### config.mk
export PLATFORM = sky130hd
export DESIGN_NAME = fifo_ctrl
export DESIGN_NICKNAME = d
export VERILOG_FILES = /design/src/rtl/fifo_ctrl.sv
export SDC_FILE = /design/constraint.sdc
export NUM_CORES = 1
export LEC_CHECK = 0
export CAP_MARGIN = 20
export CORE_MARGIN = 5
export CORE_UTILIZATION = 50
export CTS_CLUSTER_DIAMETER = 80
export DETAILED_ROUTE_END_ITERATION = 12
export DONT_BUFFER_PORTS = 1
export GPL_ROUTABILITY_DRIVEN = 0
export MAX_ROUTING_LAYER = met4
export SETUP_SLACK_MARGIN = 0.15
export SLEW_MARGIN = 30
export SYNTH_ARGS = -nofsm -noshare
export SYNTH_HDL_FRONTEND = slang
export SYNTH_SLANG_ARGS = --single-unit
### constraint.sdc
create_clock -name clk -period 4 [get_ports clk]
set_input_delay 0.2 -clock clk [delete_from_list [all_inputs] [get_ports clk]]
set_output_delay 0.2 -clock clk [all_outputs]
set_load 0.01 [all_outputs]
### src/rtl/fifo_ctrl.sv
// Circular-FIFO sequencer for an external dual-port memory. It drives the memory
// write/read strobes and pointers, tracks occupancy, and latches illegal accesses.
module fifo_ctrl #(
  parameter int unsigned DATA_WIDTH = 12,
  parameter int unsigned ADDR_WIDTH = 3,
  parameter int unsigned DEPTH      = 8
) (
  input  logic                  clk,
  input  logic                  reset,
  input  logic                  push,
  input  logic                  pop,
  input  logic [DATA_WIDTH-1:0] data_in,
  input  logic [ADDR_WIDTH:0]   af_thresh,
  input  logic [ADDR_WIDTH:0]   ae_thresh,
  output logic                  wr_e,
  output logic                  rd_e,
  output logic [ADDR_WIDTH-1:0] wr_ptr,
  output logic [ADDR_WIDTH-1:0] rd_ptr,
  output logic [DATA_WIDTH-1:0] data_w,
  output logic                  pop_valid,
  output logic [ADDR_WIDTH:0]   count,
  output logic                  full,
  output logic                  empty,
  output logic                  almost_full,
  output logic                  almost_empty,
  output logic                  error
);

  localparam logic [1:0] ST_INIT   = 2'd0;
  localparam logic [1:0] ST_ACTIVE = 2'd1;
  localparam logic [1:0] ST_ERROR  = 2'd2;

  localparam logic [ADDR_WIDTH:0] DEPTH_C = (ADDR_WIDTH+1)'(DEPTH);

  logic [1:0]            state_q, state_d;
  logic [ADDR_WIDTH-1:0] wr_ptr_q, wr_ptr_d;
  logic [ADDR_WIDTH-1:0] rd_ptr_q, rd_ptr_d;
  logic [ADDR_WIDTH:0]   count_q, count_d;
  logic                  pop_valid_q;

  logic active;
  logic push_acc, pop_acc;
  logic overflow, underflow;

  // Occupancy flags
  assign full         = (count_q == DEPTH_C);
  assign empty        = (count_q == '0);
  assign almost_full  = (count_q >= af_thresh);
  assign almost_empty = (count_q <= ae_thresh);
  assign count        = count_q;

  // Legality is decided per request, so a simultaneous push+pop at a boundary
  // still lets the legal half through while the illegal half traps.
  assign active    = (state_q == ST_ACTIVE) && !reset;
  assign push_acc  = active && push && !full;
  assign pop_acc   = active && pop && !empty;
  assign overflow  = active && push && full;
  assign underflow = active && pop && empty;

  // Memory drive
  assign wr_e   = push_acc;
  assign rd_e   = pop_acc;
  assign wr_ptr = reset ? '0 : wr_ptr_q;
  assign rd_ptr = reset ? '0 : rd_ptr_q;
  assign data_w = push_acc ? data_in : '0;

  assign pop_valid = pop_valid_q;
  assign error     = (state_q == ST_ERROR);

  always_comb begin
    state_d = state_q;
    unique case (state_q)
      ST_INIT:   state_d = ST_ACTIVE;
      ST_ACTIVE: if (overflow || underflow) state_d = ST_ERROR;
      ST_ERROR:  state_d = ST_ERROR;
      default:   state_d = ST_INIT;
    endcase
  end

  always_comb begin
    wr_ptr_d = wr_ptr_q;
    rd_ptr_d = rd_ptr_q;
    count_d  = count_q;
    if (push_acc) wr_ptr_d = wr_ptr_q + ADDR_WIDTH'(1);
    if (pop_acc)  rd_ptr_d = rd_ptr_q + ADDR_WIDTH'(1);
    unique case ({push_acc, pop_acc})
      2'b10:   count_d = count_q + (ADDR_WIDTH+1)'(1);
      2'b01:   count_d = count_q - (ADDR_WIDTH+1)'(1);
      default: count_d = count_q;
    endcase
  end

  always_ff @(posedge clk) begin
    if (reset) begin
      state_q     <= ST_INIT;
      wr_ptr_q    <= '0;
      rd_ptr_q    <= '0;
      count_q     <= '0;
      pop_valid_q <= 1'b0;
    end else begin
      state_q     <= state_d;
      wr_ptr_q    <= wr_ptr_d;
      rd_ptr_q    <= rd_ptr_d;
      count_q     <= count_d;
      pop_valid_q <= pop_acc;
    end
  end

endmodule

==> results of run 1 <==
-- cell type report --
type,count,area (µm²)
multi-input combinational,91,722
fill,201,883
sequential,13,260
clock buffer,3,22.5
tap,27,33.8
clock inverter,1,5.00
inverter,12,45.0
timing repair buffer,1,10.0
-- registers in the layout, indices dropped and copies added (netlist names) --
signal and cells:
wr_ptr_q 3, state_q 2, rd_ptr_q 3, pop_valid 1, count 4
-- through the flow --
step | hold WS [ns] | utilization (%) | worst slack [ns]
4_1_cts | 0.133 | 55.4 | 1.06
2_1_floorplan | 0.419 | - | 1.27
3_3_place_gp | 0.273 | 53.5 | 1.19
5_1_grt | 0.137 | 55.4 | 0.827
3_5_place_dp | 0.276 | 53.5 | 1.09
6_report | 0.140 | 55.4 | 1.11
-- worst max-delay path by stage --
| stage | from | depth (start not counted) | to | slack (ns) |
|---|---|---|---|---|
| after floorplan | count[1]$_SDFFE_PP0P_ | 11 | count[2]$_SDFFE_PP0P_ | 1.27 |
| after global placement | count[1]$_SDFFE_PP0P_ | 10 | count[2]$_SDFFE_PP0P_ | 1.19 |
| after detailed placement | count[1]$_SDFFE_PP0P_ | 10 | count[2]$_SDFFE_PP0P_ | 1.09 |
| after global routing | count[2]$_SDFFE_PP0P_ | 10 | count[2]$_SDFFE_PP0P_ | 0.83 |
| final | count[1]$_SDFFE_PP0P_ | 10 | count[2]$_SDFFE_PP0P_ | 1.11 |
| after CTS | count[1]$_SDFFE_PP0P_ | 10 | count[2]$_SDFFE_PP0P_ | 1.06 |
-- cell usage after synthesis, types with 2 or more instances --
master / number / area, µm²
xor2_1: 4 / 35.0
nand2b_1: 2 / 12.5
mux2i_1: 6 / 60.1
nor2b_1: 9 / 56.3
ha_1: 16 / 200
and2_1: 13 / 81.3
nand2_1: 2 / 7.51
clkbuf_1: 2 / 7.51
o21ai_0: 2 / 10.0
nand4_1: 2 / 12.5
o21a_1: 2 / 15.0
or4_4: 2 / 22.5
dfxtp_1: 13 / 260
a21oi_1: 4 / 20.0
a21o_1: 3 / 22.5
nor2_1: 11 / 41.3
xnor2_1: 2 / 17.5
inv_1: 12 / 45.0
-- report_power, final --
| group | internal (mW) | switching [mW] | total, mW |
|---|---|---|---|
| sequential | 0.142 | 0.0155 | 0.157 |
| combinational | 0.0531 | 0.0664 | 0.120 |
| clock | 0.0372 | 0.0467 | 0.0839 |
-- cell usage in the layout (no fill, tap or decap), types with 3 or more instances in the layout --
master     n
dfxtp_1   13
clkbuf_4   3
nor2b_1    9
nor2_1    11
a21oi_1    4
mux2i_1    6
xor2_1     4
inv_1     12
a21o_1     3
ha_1      16
and2_1    13
-- per-layer routing --
metal  track usage [%]  vias up
li1                  -      401
met1              15.2      350
met2              25.5       23
met3              6.26        5
met4              7.12        0
met5                 -        -
-- logic make-up (layout without fill, tap and decap cells) --
family | count (synthesis) | in the layout
and+or+nand+nor | 47 | 47
buffers and inverters | 17 | 17
adders and majority gates | 16 | 16
AOI/OAI and AO/OA | 14 | 14
DFF | 13 | 13
muxes | 8 | 8
xor gates and xnor gates | 6 | 6
==> reports/metrics.yaml, run 1 <==
status:
  status: "finished, final reports clean"
finish:
  postLayoutCellArea_um2: 1100
  layout.cells.non_filler: 148
  num-nets-final: 162
  syn2layout_area_growth_pct: 4.03
  drive_gt1_share_pct: 8.26
  antenna_cells: 0
clock_tree:
  cts_num_sinks: 13
  clk-insertion-delay-late_ns: 0.28
  cts_made_buffers: 3
  cts_hold_buf: 1
  h-tree-depth: 1
  cts.repair.resized: 0
  root_buffer: "clkbuf_4"
  cts_setup_buffers: 0
  clockBufferDepth: 2
  clkTransAtPathRegs_ns: 0.08
  cts_tree: "done"
global_routing:
  grt_first_pass_wirelength_um: 3640
  grt_pass1_vias: 775
  track_usage_pct: 15.1
  grt_max_degree: 18
  antenna_found_initial: 0
  gr-total-overflow: 0
critical_path:
  r2r_cells: 10
  worstPathArrival_ns: 3.11
  crit_path_max_incr_delay_ns: 0.61
  worstPathRequired_ns: 4.22
  end_kind: "flop"
  cp_top_family: "compound AO/OA/AOI/OAI gates"
  start_kind: "flop"
  criticalPathCategory: "flop to flop"
  crit_buf_inv: 1
  rrSetupSlack_ns: 1.11
  crit_chain: "nor3_1 > a211oi_4 > inv_1 > ha_1 > xor2_1 > ha_1 > a21oi_1 > xor2_1 > or3_1 > a21oi_1"
  critPathMaxFanout: 17
  rr_startpoint: "count[1]$_SDFFE_PP0P_"
  r2r-end: "count[2]$_SDFFE_PP0P_"
  critPathSlowestCell: "a211oi_4"
synth:
  synth.distinct_cells: 32
  ys.flop_type: "dfxtp_1"
  ys.warnings.count: 0
  ys_async_sr_fraction_pct: 0
  ys_ff_latch: 13
  netlist_area_um2: 1060
  synth_compound_area_share_pct: 9.95
  synth_top_family_by_area: "simple AND/OR/NAND/NOR gates"
  synthSimpleGateAreaFrac_pct: 26.7
  synth.yosys.seq_area_share_pct: 24.6
  synth_nets: 161
  synth_edf_count: 0
  synthCells: 121
  synth.area.mux_share_pct: 7.82
  synth_adder_area_share_pct: 19.0
  avgSynthCellArea_um2: 8.73
  synth_xor_area_share_pct: 4.98
routing:
  drtIter0Drc: 7
  route.met3.wl_um: 183
  drt-total-wl_um: 2150
  met2WireLength_um: 1060
  route.detailed.drc: 0
  via_count: 779
  vias_per_cell: 5.26
  highest_layer: "met4"
  wire_per_inst_um: 14.6
  drtAntennaViolNets: 0
  met1_length_um: 869
  firstDrtPassIters: 4
floorplan:
  core_area_um2: 1980
  die_y_um: 56.0
  placementRows: 16
  dieArea_um2: 3130
  start_util_pct: 53.3
  die_x_um: 56.0
  ios: 54
job:
  drv_cap: 0
worst_hold_path:
  hold_path.class: "primary input to flop"
  min_path_cells: 2
  min_from: "reset"
  hold_path_end: "count[3]$_SDFFE_PP0P_"
timing:
  slew_violations: 0
  finalHoldViolations: 0
  tightest_slew_ns: 0.617
  period_needed_ns: 2.89
  max_freq_mhz: 346
  grt_setup_unrepaired: "no"
  fin_worst_skew_ns: 0.00246
  setup_tns_ns: 0
  finalSetupViolations: 0
  slew-limit-headroom_pct: 58.7
  finalCritPeriodShare_pct: 72.3
power:
  vdd_drop_max_mv: 0.199
  p_per_area_nw_per_um2: 328
  power_uw: 361
  leakage_nw: 0.515
placed_design:
  dp_hpwl_um: 1690
  dp.cells: 143
  port_buffers: 0
  dpl-instance-area_um2: 1060
Note: power is estimated with default switching activity, not from simulation.
==> run 2, diff against run 1 <==
PLACE_DENSITY = 0.68   (was unset)
clock period = 2.66 ns   (was 4 ns; I/O delays follow)
==> run 2 against run 1 <==
Global-route usage rose by 0.37 points. Worst setup slack got worse by 0.93 ns. Die area did not move. Critical path type unchanged. Highest routed layer unchanged. Via count rose by 6.9%.
==> reports/metrics.yaml, run 2 (synthesis results as in run 1) <==
critical_path:
  r2r_cells: 8
  worstPathArrival_ns: 2.64
  critPathMaxFanout: 5
  crit_start: "count[1]$_SDFFE_PP0P_"
  worstPathRequired_ns: 2.82
  rr_startpoint: "count[1]$_SDFFE_PP0P_"
  critPathSlowestCell: "or4_4"
  cp_top_family: "simple AND/OR/NAND/NOR gates"
  end_kind: "flop"
  criticalPathCategory: "flop to flop"
  cp.depth: 8
  crit_chain: "or4_4 > and3_4 > nor2b_4 > ha_2 > nand3b_1 > a211o_1 > a21oi_2 > mux2_2"
  crit_buf_inv: 0
  start_kind: "flop"
  crit_path_max_incr_delay_ns: 0.54
clock_tree:
  clkTransAtPathRegs_ns: 0.08
  clockBufferDepth: 2
  cts_num_sinks: 13
  cts_tree: "done"
  root_buffer: "clkbuf_4"
  cts_made_buffers: 3
  h-tree-depth: 1
  clk-insertion-delay-late_ns: 0.27
floorplan:
  die_x_um: 56.0
  ios: 54
  core_area_um2: 1980
  die_y_um: 56.0
  start_util_pct: 53.3
  placementRows: 16
  dieArea_um2: 3130
global_routing:
  antenna_found_initial: 0
  grt_max_degree: 17
  gr-total-overflow: 0
  track_usage_pct: 15.5
  grt_pass1_vias: 827
  grt_first_pass_wirelength_um: 3770
timing:
  tightest_slew_ns: 0.445
  period_needed_ns: 2.48
  max_freq_mhz: 403
  finalHoldViolations: 0
  setup_tns_ns: 0
  fin_worst_skew_ns: 0.00679
  slew_violations: 0
  finalCritPeriodShare_pct: 93.3
  finalSetupViolations: 0
  slew-limit-headroom_pct: 70.2
  grt_setup_unrepaired: "yes"
routing:
  route.detailed.drc: 0
  vias_per_cell: 5.34
  firstDrtPassIters: 4
  via_count: 833
  drtIter0Drc: 13
  drt-total-wl_um: 2380
  wire_per_inst_um: 15.3
  drtAntennaViolNets: 0
finish:
  layout.area.seq_um2: 264
  num-nets-final: 170
  drive_gt1_share_pct: 20.9
  final_cell_mix: "and2_1 (13), ha_1 (13), inv_1 (12), dfxtp_1 (12), nor2_1 (11)"
  fill_cells: 169
  antenna_cells: 0
  largest_reg_flops: 4
  syn2layout_area_growth_pct: 14.5
  multiInputGateArea_um2: 769
worst_hold_path:
  hold_path.class: "primary input to flop"
  min_path_cells: 2
  min_from: "reset"
power:
  power_uw: 557
  p_per_area_nw_per_um2: 461
  vdd_drop_max_mv: 0.504
  leakage_nw: 0.555
job:
  drv_cap: 0
placed_design:
  dp_hpwl_um: 1810
  port_buffers: 0
status:
  status: "finished, final reports clean"
run 2: layout make-up:
class                   instances  share of cell area, %
inverters                      12                   3.73
well taps                      27                   2.80
flip-flops and latches         13                   21.8
clock buffers                   4                   2.17
repair buffers                  9                   5.80
multi-input cells              91                   63.7
run 2: power by group:
part | total, mW | switching, mW | internal [mW]
clock network | 0.120 | 0.0620 | 0.0580
registers | 0.226 | 0.0139 | 0.213
logic | 0.211 | 0.116 | 0.0945
run 2: worst paths after layout:
| kind | to | slack (ns) |
|---|---|---|
| worst max-delay path | count[3]$_SDFFE_PP0P_ | 0.18 |
| worst min register to register | wr_ptr_q[2]$_SDFFE_PP0N_ | 0.50 |
| worst max register to register | count[3]$_SDFFE_PP0P_ | 0.18 |
| worst min-delay path | count[3]$_SDFFE_PP0P_ | 0.09 |
run 2: stage by stage:
step	utilization (%)	setup slack [ns]	cells	area (µm²)	hold WS, ns
CTS	58.8	0.149	153	1160	0.0897
global route	61.0	0.0978	156	1210	0.102
global placement	56.3	0.182	148	1120	0.202
finish	61.0	0.178	156	1210	0.0945
floorplan	-	0.133	121	1070	0.352
detailed placement	56.3	0.165	148	1120	0.206
run 2: repair_timing:
item,CTS,global route
cloned,0,0
buffers inserted,0,3
hold buffers,1,0
hold endpoints to repair,11,0
resized for setup,2,5
setup endpoints to repair,1,2
run 2: metal layers:
metal  wire length (µm)  track usage [%]  vias up
met3                203             4.87        2
met2               1120             25.7       38
met4                 18             5.08        0
li1                   -                -      414
met1               1040             17.8      379
met5                  0                -        -
run 2: worst register-to-register path: stages (launching register included):
cell	delay, ns
dfxtp_4	0.37
or4_4	0.54
and3_4	0.17
nor2b_4	0.15
ha_2	0.21
nand3b_1	0.17
a211o_1	0.31
a21oi_2	0.12
mux2_2	0.33
==> run 3, diff against run 2 <==
CORE_ASPECT_RATIO = 0.9   (was unset)
PLACE_DENSITY = unset   (was 0.68)
PLACE_DENSITY_LB_ADDON = 0.2   (was unset)
==> run 3 against run 2 <==
Global-route usage grew 2.1 points. Clock skew rose by 0.0039 ns. Critical path depth unchanged. Sequential share of layout area is 0.64 points higher. Combinational power fell by 2%. Clock-buffer cell count is the same. Final cell count fell by 2.6%. Clock power hardly changed. Total power fell by 0.37%. Non-clock buffer count shrank 2. Routed wire length up 4.0%. Final area down 1.4%. Critical path type unchanged. Critical endpoint unchanged. Largest power group unchanged. Highest routed layer unchanged.
==> reports/metrics.yaml, run 3 (synthesis results as in run 1) <==
status:
  status: "finished, final reports clean"
power:
  p_int_uw: 360
  p_sw_share_pct: 35.2
  p_clk_share_pct: 22.2
  leakage_nw: 0.541
  p_per_area_nw_per_um2: 466
  p_switching_uw: 195
  comb_power_share_pct: 37.1
  vdd_drop_max_mv: 0.387
  p_seq_share_pct: 40.7
critical_path:
  crit_path_max_incr_delay_ns: 0.53
  critPathSlowestCell: "or4_4"
  r2r_cells: 8
  crit_buf_inv: 0
  start_kind: "flop"
  cp.depth: 8
  end_kind: "flop"
  worstPathRequired_ns: 2.82
  worstPathArrival_ns: 2.70
  crit_chain: "or4_4 > and3_4 > nor2b_4 > ha_2 > nand3b_1 > a211o_1 > a21oi_2 > mux2_2"
  critPathMaxFanout: 5
  criticalPathCategory: "flop to flop"
  cp_top_family: "simple AND/OR/NAND/NOR gates"
finish:
  syn2layout_area_growth_pct: 12.8
  final_util_pct: 60.4
  drive_gt1_share_pct: 19.7
  layout.cells.non_filler: 152
  antenna_cells: 0
  num-nets-final: 168
  layout.area.seq_um2: 268
  fill_cells: 172
  final_cell_mix: "and2_1 (13), ha_1 (13), inv_1 (12)"
  largest_reg_flops: 4
  multiInputGateArea_um2: 766
clock_tree:
  cts_tree: "done"
  clkTransAtPathRegs_ns: 0.09
  clockBufferDepth: 2
  h-tree-depth: 1
  clk-insertion-delay-late_ns: 0.27
  cts_made_buffers: 3
  cts_num_sinks: 13
  root_buffer: "clkbuf_4"
global_routing:
  grt_max_degree: 17
  track_usage_pct: 17.7
  antenna_found_initial: 0
  grt_pass1_vias: 920
  gr-total-overflow: 0
  grt_first_pass_wirelength_um: 4080
placed_design:
  dp_hpwl_um: 1920
  port_buffers: 0
  dp.cells: 146
timing:
  max_freq_mhz: 393
  setup_tns_ns: 0
  finalCritPeriodShare_pct: 95.6
  slew_violations: 0
  period_needed_ns: 2.54
  fin_worst_skew_ns: 0.0107
  finalHoldViolations: 0
  finalSetupViolations: 0
  tightest_slew_ns: 0.463
  timing.hold.ws_ns: 0.108
  grt_setup_unrepaired: "yes"
  slew-limit-headroom_pct: 69.0
routing:
  firstDrtPassIters: 4
  via_count: 846
  drt-total-wl_um: 2470
  drtAntennaViolNets: 0
  wire_per_inst_um: 16.3
  vias_per_cell: 5.57
  route.detailed.drc: 0
  drtIter0Drc: 8
floorplan:
  core_area_um2: 1970
  die_y_um: 53.6
  dieArea_um2: 3130
  die_x_um: 58.4
  ios: 54
  start_util_pct: 53.6
  placementRows: 15
job:
  drv_cap: 0
worst_hold_path:
  min_path_cells: 2
  hold_path.class: "primary input to flop"
[run 3: changes by cell type in the layout (fill, tap and decap cells not counted), sizes merged]
cell,change
buf,-2
[run 3: final timing paths]
check                           startpoint                  endpoint  slack, ns
setup / recovery     count[2]$_SDFFE_PP0P_     count[3]$_SDFFE_PP0P_       0.12
hold / removal                       reset     count[3]$_SDFFE_PP0P_       0.11
setup reg to reg     count[2]$_SDFFE_PP0P_     count[3]$_SDFFE_PP0P_       0.12
hold reg to reg   wr_ptr_q[2]$_SDFFE_PP0N_  wr_ptr_q[2]$_SDFFE_PP0N_       0.49
[run 3: cell type report]
class / instances / share of cell area [%]
Clock buffer: 4 / 2.21
Inverter: 12 / 3.78
Multi-Input combinational cell: 91 / 64.3
Sequential cell: 13 / 22.5
Tap cell: 25 / 2.63
Timing Repair Buffer: 7 / 4.62
[run 3: per-layer routing]
layer	part of all wire [%]	track usage, %	vias up
met5	0	-	-
met2	48	28.8	34
met1	44	19.9	398
li1	-	-	410
met4	1.3	8.49	0
met3	7.3	5.28	4
[run 3: power by group through the flow]
stage | sequential (mW) | clock [mW] | combinational (mW)
after floorplan | 0.231 | 0 | 0.167
after global placement | 0.230 | 0 | 0.192
after detailed placement | 0.232 | 0 | 0.198
after CTS | 0.228 | 0.128 | 0.203
after global routing | 0.229 | 0.141 | 0.234
final | 0.226 | 0.123 | 0.206
[run 3: timing repair]
item / CTS / global route
setup buffers: 0 / 1
endpoints found under the hold margin: 11 / 0
resized for setup: 1 / 7
pin swaps: 0 / 5
endpoints found under the setup margin: 2 / 2
gates cloned: 0 / 0
hold buffers: 1 / 0
[run 3: stage by stage]
step                      cell area [µm²]  power (mW)  setup slack [ns]
final                                1190       0.555             0.118
after global routing                 1190       0.604            0.0313
after CTS                            1150       0.558             0.146
after detailed placement             1110       0.430             0.154
after global placement               1110       0.422             0.218
after floorplan                      1070       0.398             0.133
